`src/rtl/key_repeat_ctrl.sv`:
```
// Purpose: turns the four-byte HID keycode word into single-cycle game-action pulses with DAS/ARR and soft-drop repeat.
// Latency: a keycode change produces its press pulse 3 Clk edges later; frame-driven repeats appear the cycle after the frame edge.
// Backpressure: none; outputs are fire-and-forget pulses and the keycode word is sampled every cycle.
module key_repeat_ctrl #(
    parameter int unsigned DAS_DELAY   = 10,
    parameter int unsigned ARR_PERIOD  = 2,
    parameter int unsigned SOFT_PERIOD = 3,
    parameter logic [7:0]  KEY_LEFT    = 8'h50,
    parameter logic [7:0]  KEY_RIGHT   = 8'h4F,
    parameter logic [7:0]  KEY_DOWN    = 8'h51,
    parameter logic [7:0]  KEY_ROT_R   = 8'h52,
    parameter logic [7:0]  KEY_ROT_L   = 8'h1D,
    parameter logic [7:0]  KEY_DROP    = 8'h2C
) (
    input  logic        Clk,
    input  logic        Reset_n,
    input  logic [31:0] keycode,
    input  logic        frame_clk_rising_edge,
    output logic        move_left,
    output logic        move_right,
    output logic        move_down,
    output logic        rotate_left,
    output logic        rotate_right,
    output logic        hard_drop,
    output logic [5:0]  key_held
);

    localparam logic [5:0] DAS_LIM  = 6'(DAS_DELAY);
    localparam logic [5:0] ARR_LIM  = 6'(ARR_PERIOD);
    localparam logic [5:0] SOFT_LIM = 6'(SOFT_PERIOD);

    // Bit positions inside key_held / prev / press.
    localparam int B_LEFT  = 0;
    localparam int B_RIGHT = 1;
    localparam int B_DOWN  = 2;
    localparam int B_ROT_R = 3;
    localparam int B_ROT_L = 4;
    localparam int B_DROP  = 5;

    typedef enum logic [1:0] {
        H_IDLE,
        H_DELAY,
        H_REPEAT
    } h_state_t;

    logic [31:0] kc_q;
    logic [5:0]  held_dec;
    logic [5:0]  prev;
    logic [5:0]  press;
    logic [5:0]  soft_cnt;
    logic [5:0]  soft_inc;
    logic [5:0]  h_cnt;
    logic [5:0]  h_inc;
    logic [5:0]  h_lim;
    h_state_t    h_state;
    logic        h_dir;      // 0 = left, 1 = right
    logic        only_l;
    logic        only_r;
    logic        single;
    logic        arm;

    // A zero code is the empty-slot marker, so it must never count as a held key.
    function automatic logic has_code(input logic [31:0] kc, input logic [7:0] code);
        return (code != 8'h00) &&
               ((kc[7:0] == code) || (kc[15:8] == code) ||
                (kc[23:16] == code) || (kc[31:24] == code));
    endfunction

    // Frame counters stop at 63 instead of wrapping back through the thresholds.
    function automatic logic [5:0] sat_inc(input logic [5:0] c);
        return (c == 6'd63) ? c : c + 6'd1;
    endfunction

    // Decode which actions are present anywhere in the registered keycode word.
    always_comb begin
        held_dec         = '0;
        held_dec[B_LEFT]  = has_code(kc_q, KEY_LEFT);
        held_dec[B_RIGHT] = has_code(kc_q, KEY_RIGHT);
        held_dec[B_DOWN]  = has_code(kc_q, KEY_DOWN);
        held_dec[B_ROT_R] = has_code(kc_q, KEY_ROT_R);
        held_dec[B_ROT_L] = has_code(kc_q, KEY_ROT_L);
        held_dec[B_DROP]  = has_code(kc_q, KEY_DROP);
    end

    // Edge detection and horizontal arming conditions.
    always_comb begin
        press    = key_held & ~prev;
        soft_inc = sat_inc(soft_cnt);
        h_inc    = sat_inc(h_cnt);
        h_lim    = (h_state == H_DELAY) ? DAS_LIM : ARR_LIM;
        only_l   = key_held[B_LEFT] & ~key_held[B_RIGHT];
        only_r   = key_held[B_RIGHT] & ~key_held[B_LEFT];
        single   = only_l | only_r;
        // A fresh press, or the partner key just released, (re)starts the held direction.
        arm      = only_l ? (press[B_LEFT]  | (prev[B_RIGHT] & ~key_held[B_RIGHT]))
                          : (press[B_RIGHT] | (prev[B_LEFT]  & ~key_held[B_LEFT]));
    end

    // Stage 1: register the raw keycode word from the processor.
    always_ff @(posedge Clk or negedge Reset_n) begin
        if (!Reset_n) begin
            kc_q <= '0;
        end else begin
            kc_q <= keycode;
        end
    end

    // Stage 2/3: held flags, previous flags and the one-shot actions.
    always_ff @(posedge Clk or negedge Reset_n) begin
        if (!Reset_n) begin
            key_held     <= '0;
            prev         <= '0;
            rotate_right <= 1'b0;
            rotate_left  <= 1'b0;
            hard_drop    <= 1'b0;
        end else begin
            key_held     <= held_dec;
            prev         <= key_held;
            rotate_right <= press[B_ROT_R];
            rotate_left  <= press[B_ROT_L];
            hard_drop    <= press[B_DROP];
        end
    end

    // Soft drop: pulse on press, then every SOFT_PERIOD frames while held.
    always_ff @(posedge Clk or negedge Reset_n) begin
        if (!Reset_n) begin
            soft_cnt  <= '0;
            move_down <= 1'b0;
        end else begin
            move_down <= 1'b0;
            if (!key_held[B_DOWN]) begin
                soft_cnt <= '0;
            end else if (press[B_DOWN]) begin
                // The press wins over a coincident frame edge; that frame is not counted.
                move_down <= 1'b1;
                soft_cnt  <= '0;
            end else if (frame_clk_rising_edge) begin
                if (soft_inc >= SOFT_LIM) begin
                    move_down <= 1'b1;
                    soft_cnt  <= '0;
                end else begin
                    soft_cnt <= soft_inc;
                end
            end
        end
    end

    // Horizontal DAS/ARR state machine; both keys held or neither held parks it in IDLE.
    always_ff @(posedge Clk or negedge Reset_n) begin
        if (!Reset_n) begin
            h_state    <= H_IDLE;
            h_dir      <= 1'b0;
            h_cnt      <= '0;
            move_left  <= 1'b0;
            move_right <= 1'b0;
        end else begin
            move_left  <= 1'b0;
            move_right <= 1'b0;
            if (!single) begin
                h_state <= H_IDLE;
                h_cnt   <= '0;
            end else if ((h_state == H_IDLE) || (h_dir != only_r)) begin
                // Direction not yet active: start it only on a press or re-arm event.
                h_cnt <= '0;
                if (arm) begin
                    move_left  <= only_l;
                    move_right <= only_r;
                    h_dir      <= only_r;
                    h_state    <= H_DELAY;
                end else begin
                    h_state <= H_IDLE;
                end
            end else if (frame_clk_rising_edge) begin
                if (h_inc >= h_lim) begin
                    move_left  <= ~h_dir;
                    move_right <= h_dir;
                    h_cnt      <= '0;
                    h_state    <= H_REPEAT;
                end else begin
                    h_cnt <= h_inc;
                end
            end
        end
    end

endmodule

```
`config.mk`:
```
export PLATFORM = sky130hd
export DESIGN_NAME = key_repeat_ctrl
export DESIGN_NICKNAME = d
export VERILOG_FILES = /design/src/rtl/key_repeat_ctrl.sv
export SDC_FILE = /design/constraint.sdc
export NUM_CORES = 1
export LEC_CHECK = 0
export CAP_MARGIN = 20
export CORE_AREA = 5 5 95 97
export CTS_CLUSTER_SIZE = 14
export DETAILED_ROUTE_END_ITERATION = 12
export DIE_AREA = 0 0 100 102
export GPL_TIMING_DRIVEN = 0
export HOLD_SLACK_MARGIN = 0.06
export PLACE_DENSITY = 0.67
export SYNTH_ARGS = -nofsm -noshare
export SYNTH_HDL_FRONTEND = slang
export SYNTH_SLANG_ARGS = --single-unit
```
`constraint.sdc`:
```
create_clock -name Clk -period 1.6 [get_ports Clk]
set_input_delay 0.32 -clock Clk [delete_from_list [all_inputs] [get_ports Clk]]
set_output_delay 0.32 -clock Clk [all_outputs]
set_load 0.01 [all_outputs]
```
==> results.cfg, run 1 <==
[status]
status = finished with violations
violations = setup timing

[place]
dpl.hpwl_um = 3630
gp_congestion = 0.858
numPortBuffers = 46
place_ws_ps = -264

[setup_path]
r2r_end = h_cnt[2]
max_stage_delay_ps = 450
r2r_slack_ps = -190
crit_required_ps = 1820
reg2reg_depth = 6
path_cells = ha_4, buf_4, or3_4, o311ai_4, a31oi_4, nor4_2
r2r_start = h_cnt[0]
cp.arrival_ps = 2010
crit_fanout = 5
slowest_stage = dfrtp_2
cp-start-kind = flop
worstSetupPathType = flop to flop
worstSetupEndpointType = flop
cp_top_family = simple AND/OR/NAND/NOR gates
cp_num_buf_inv = 1

[timing]
finalCriticalPeriod_ps = 1790
setup_viol = 8
skew_ps = 5.32
min_period_over_period_pct = 112
drv_slew = 0
setup_slack_ps = -190
slew_headroom_pct = 47.7
worst_slew_pin_slew_ps = 784
holdWs_ps = 58.1
rsz0062_at_grt = yes
hold_viol = 0
tns_ps = -1230
fmax_ghz = 0.559

[yosys]
synth_edf_count = 0
yosysMostFrequentCell = dfrtp_1
synth_cells = 208
synth.top_cell.area_share_pct = 62.7
synth_area_leader_cell = dfrtp_1
ys_seq_area_share_pct = 62.7
synthArstFlopShare_pct = 100
synth_common_cells = dfrtp_1, nand2_1, nand4_1
synth_nets = 248
synthFlopType = dfrtp_1
synthTopCellsByArea = dfrtp_1, nand4_1, ha_1
syn_avg_cell_area_um2 = 12.5
synth_cell_type_count = 51
synthesis.area_mm2 = 0.00259
synth_warnings = 0
synth_seq_cells = 65

[run]
maxCapViolCount = 0

[route]
ant_nets = 0
viasPerCell = 4.96
first_pass_iters = 4
vias = 1898
drc_errors = 0
totalWireLength_um = 5120
wire_per_inst_um = 13.4
drt_iter0_drc = 56

[pwr]
power.combinational.fraction_pct = 5.3
seqPwrFrac_pct = 53.2
p_total_uw = 3250
p_sw_share_pct = 20.5
vdd_drop_max_uv = 500
powerDensity_mw_per_mm2 = 915
internal-power_uw = 2580
p_leak_uw = 0.00148
p_clk_share_pct = 41.5
switching_power_uw = 667

[cts]
cts_tree = done
insertion_delay_ps = 320
clkTransAtPathRegs_ps = 70
numClockSinks = 65
cts_buffers = 9
cts_max_path_buffers = 2
cts_root_buf = clkbuf_8
htreeDepth = 3

[die]
rows = 33
ios = 47
die-area_mm2 = 0.0102
die_w_um = 100
start_util_pct = 32.2
core_area_mm2 = 0.00805
die_h_um = 102

[grt]
grt_pass1_vias = 1969
grt-ovfl-total = 0
antenna_found_initial = 0
grt_util_all_layers_pct = 11.1
grt_pass1_wl_um = 8940
grt_max_degree = 66

[cells_and_area]
area.growth.synth_to_final_pct = 36.9
nets = 314
n_antenna_cell = 0
drive_gt1_share_pct = 19.4

[worst_hold_path]
hp-class = input port to async pin
flip-flops by register name (all words and copies together) (netlist names):
register / flops
move_left: 1
h_state: 2
prev: 6
rotate_left: 1
h_cnt: 6
h_dir: 1
hard_drop: 1
move_down: 1
rotate_right: 1
soft_cnt: 6
kc_q: 32
move_right: 1
key_held: 6
power groups by stage:
stage               combinational [µW]  sequential, µW  clock [µW]
finish                             172            1730        1350
global route                       192            1730        1470
CTS                                175            1730        1400
detailed placement                 173            1760           0
global placement                   171            1760           0
floorplan                         40.3            1750           0
final cells by class:
type                            instances  area, µm²
Buffer                                  1       3.75
Clock buffer                           12        155
Clock inverter                          3       40.0
Fill cell                             728       4500
Inverter                                8       30.0
Multi-Input combinational cell        134       1030
Sequential cell                        65       1630
Tap cell                              105        131
Timing Repair Buffer                   55        527
kinds of logic (layout without fill, tap and decap cells):
kind of cell | after synthesis | in the layout | share of synthesized area [%]
flip-flops | 65 | 65 | 62.7
multiplexers | 1 | 1 | 0.434
AND/OR/NAND/NOR | 94 | 94 | 22.1
XOR/XNOR | 1 | 1 | 0.338
buffers and inverters | 9 | 79 | 1.30
adder cells (fa/ha/maj) | 5 | 5 | 2.41
AO/OA/AOI/OAI | 33 | 33 | 10.7
worst max path at each step:
stage,from,end,slack [ps],cells after the start
after floorplan,h_cnt[0],move_right,-90,7
after global placement,Reset_n,kc_q[23],-1840,1
after detailed placement,h_cnt[0],h_cnt[2],-260,7
after CTS,h_cnt[0],move_right,-200,7
after global routing,h_cnt[0],h_state[0],-290,8
final,h_cnt[0],h_cnt[2],-190,6
routing by layer:
metal,vias up,global-route usage [%],share of wire (%)
li1,905,-,-
met4,0,5.39,0.88
met2,66,18.4,50
met3,6,3.41,6.0
met1,921,13.1,43
met5,-,0,0
timing repair:
action	CTS	global route
gates resized for setup	13	12
hold buffers	0	0
endpoints found under the setup margin	16	13
pin swaps	11	7
buffers inserted	6	3
through the flow:
step / util, % / instance area (µm²) / instances
final: 44.1 / 3550 / 383
after global routing: 44.1 / 3550 / 383
after CTS: 43.1 / 3470 / 380
after detailed placement: 39.8 / 3200 / 359
after global placement: 39.8 / 3200 / 359
after floorplan: - / 2610 / 208
placed cells by master, fill, tap and decap left out, drive strengths merged, types with 5 or more instances in the layout:
cell / n
nand2b: 6
clkdlybuf4s50: 40
nand2: 14
nor4: 5
nor2b: 7
ha: 5
nand4: 13
nor2: 12
inv: 8
a21oi: 7
dfrtp: 65
buf: 10
clkbuf: 13
nor3: 7
and2: 6
Note: power is estimated with default switching activity, not from simulation.
==> run 2, diff against run 1 <==
==> config.mk (replaced) <==
export PLATFORM = sky130hd
export DESIGN_NAME = key_repeat_ctrl
export DESIGN_NICKNAME = d
export VERILOG_FILES = /design/src/rtl/key_repeat_ctrl.sv
export SDC_FILE = /design/constraint.sdc
export NUM_CORES = 1
export LEC_CHECK = 0
export CORE_AREA = 2 2 92 94
export CTS_CLUSTER_SIZE = 14
export DETAILED_ROUTE_END_ITERATION = 12
export DIE_AREA = 0 0 94 96
export GPL_TIMING_DRIVEN = 0
export HOLD_SLACK_MARGIN = 0.06
export PLACE_DENSITY = 0.67
export RECOVER_POWER = 25
export SYNTH_ARGS = -nofsm -noshare
export SYNTH_HDL_FRONTEND = slang
export SYNTH_SLANG_ARGS = --single-unit
==> run 2 against run 1 <==
Against the previous run:
- the flow still finishes with violations (setup timing)
- sequential power is essentially flat
- global-route usage grew 1.7 points
- sequential share of layout area shrank 0.33 points
- final area grew 0.81%
- clock-buffer cell count shrank 2
- clock power shrank 11%
- non-clock buffer count grew 3
==> results.cfg, run 2 (synthesized netlist as in run 1, its figures left out) <==
[timing]
worst_slew_pin_slew_ps = 783
setup_viol = 8
rsz0062_at_grt = yes
hold_viol = 0
finalCriticalPeriod_ps = 1770
slew_headroom_pct = 47.8
drv_slew = 0
skew_ps = 8.25
fmax_ghz = 0.564
min_period_over_period_pct = 111
setup_slack_ps = -173

[status]
status = finished with violations
violations = setup timing

[setup_path]
worstSetupPathType = flop to flop
r2r_slack_ps = -170
crit_fanout = 5
max_stage_delay_ps = 420
reg2reg_depth = 7
slowest_stage = dfrtp_2
crit_required_ps = 1820
crit_top_cell = ha_4
cp.arrival_ps = 1990
cp_num_buf_inv = 0
cp_top_family = compound AO/OA/AOI/OAI gates
worstSetupEndpointType = flop
r2r_start = h_cnt[1]
path_cells = ha_4, nand4_1, a21oi_2, ha_4, o311ai_4, a31oi_4, a32o_1
r2r_end = move_right
cp-start-kind = flop

[run]
maxCapViolCount = 0

[route]
wire_per_inst_um = 13.6
totalWireLength_um = 5260
ant_nets = 0
drc_errors = 0
viasPerCell = 4.94
vias = 1906
drt_iter0_drc = 59
first_pass_iters = 4

[die]
die_w_um = 94
ios = 47
rows = 33
die-area_mm2 = 0.00902
core_area_mm2 = 0.00805
start_util_pct = 32.2
die_h_um = 96

[cts]
numClockSinks = 65
insertion_delay_ps = 330
cts_root_buf = clkbuf_8
cts_tree = done
cts_max_path_buffers = 2
cts_buffers = 9
cts_hold_buf = 0
htreeDepth = 3
clkTransAtPathRegs_ps = 70

[pwr]
vdd_drop_max_uv = 496
p_total_uw = 3090
powerDensity_mw_per_mm2 = 864
p_leak_uw = 0.00150

[cells_and_area]
nets = 317
drive_gt1_share_pct = 21.7
top_register = kc_q
largest_reg_flops = 32
final_cell_mix = dfrtp_1, dlygate4sd3_1, nand2_1
final_common_cell = dfrtp_1
post-route-util_pct = 44.5
n_antenna_cell = 0
area.growth.synth_to_final_pct = 38.0

[grt]
grt_max_degree = 66
grt_util_all_layers_pct = 12.8
grt-ovfl-total = 0
grt_pass1_wl_um = 8760
antenna_found_initial = 0
grt_pass1_vias = 1943

[place]
gp_congestion = 0.819
numPortBuffers = 46
dpl.hpwl_um = 3570

[worst_hold_path]
hp-class = input port to async pin
-- run 2: cell count changes in the layout (fill, tap and decap cells not counted), sizes merged, moves of 2 or more --
| cell | change |
|---|---|
| clkdlybuf4s50 | -33 |
| clkbuf | -2 |
| buf | +4 |
| clkinvlp | +3 |
| dlygate4sd3 | +32 |
-- run 2: power breakdown --
part           leakage (µW)  total [µW]  switching [µW]  internal (µW)
logic              0.000598         161            73.0           87.6
clock network     0.0000802        1200             614            589
registers          0.000825        1730            38.4           1690
-- run 2: worst max path at each step --
stage / cells after the start / start / slack (ps) / endpoint
after global routing: 8 / h_cnt[1] / -260 / h_cnt[3]
after CTS: 7 / h_cnt[1] / -180 / h_cnt[2]
after detailed placement: 7 / h_cnt[0] / -290 / h_cnt[2]
after floorplan: 7 / h_cnt[0] / -90 / move_right
after global placement: 1 / Reset_n / -1850 / kc_q[21]
final: 7 / h_cnt[1] / -170 / move_right
-- run 2: stage by stage --
stage	setup TNS, ps	setup slack (ps)	hold WS (ps)	area [µm²]	instances
finish	-1100	-173	62.4	3580	386
detailed placement	-2130	-287	386	3200	359
global placement	-121980	-1850	383	3200	359
global route	-1730	-262	129	3580	386
floorplan	-294	-90.4	24.4	2610	208
CTS	-1030	-181	87.0	3520	384
-- run 2: cell type report --
cell class	count	area [µm²]
Buffer	1	3.75
Clock buffer	10	138
Clock inverter	5	32.5
Fill cell	726	4470
Inverter	8	30.0
Multi-Input combinational cell	134	1060
Sequential cell	65	1630
Tap cell	105	131
Timing Repair Buffer	58	554
-- run 2: worst reg2reg max path, stage by stage, from the launching register on --
cell and delay, ps:
dfrtp_2 420, ha_4 170, nand4_1 130, a21oi_2 200, ha_4 230, o311ai_4 80
a31oi_4 170, a32o_1 250
-- run 2: repair_timing --
action	4_1_cts	5_1_grt
resized for setup	18	14
setup endpoints to repair	15	14
setup buffers	10	3
pin swaps	9	8
hold endpoints to repair	0	0
-- run 2: per-layer routing --
| layer | vias to the layer above | part of all wire, % | global-route usage, % |
|---|---|---|---|
| met1 | 925 | 42 | 15.3 |
| li1 | 904 | - | - |
| met3 | 10 | 6.7 | 5.17 |
| met5 | - | 0 | 0 |
| met4 | 0 | 2.0 | 5.19 |
| met2 | 67 | 49 | 20.7 |
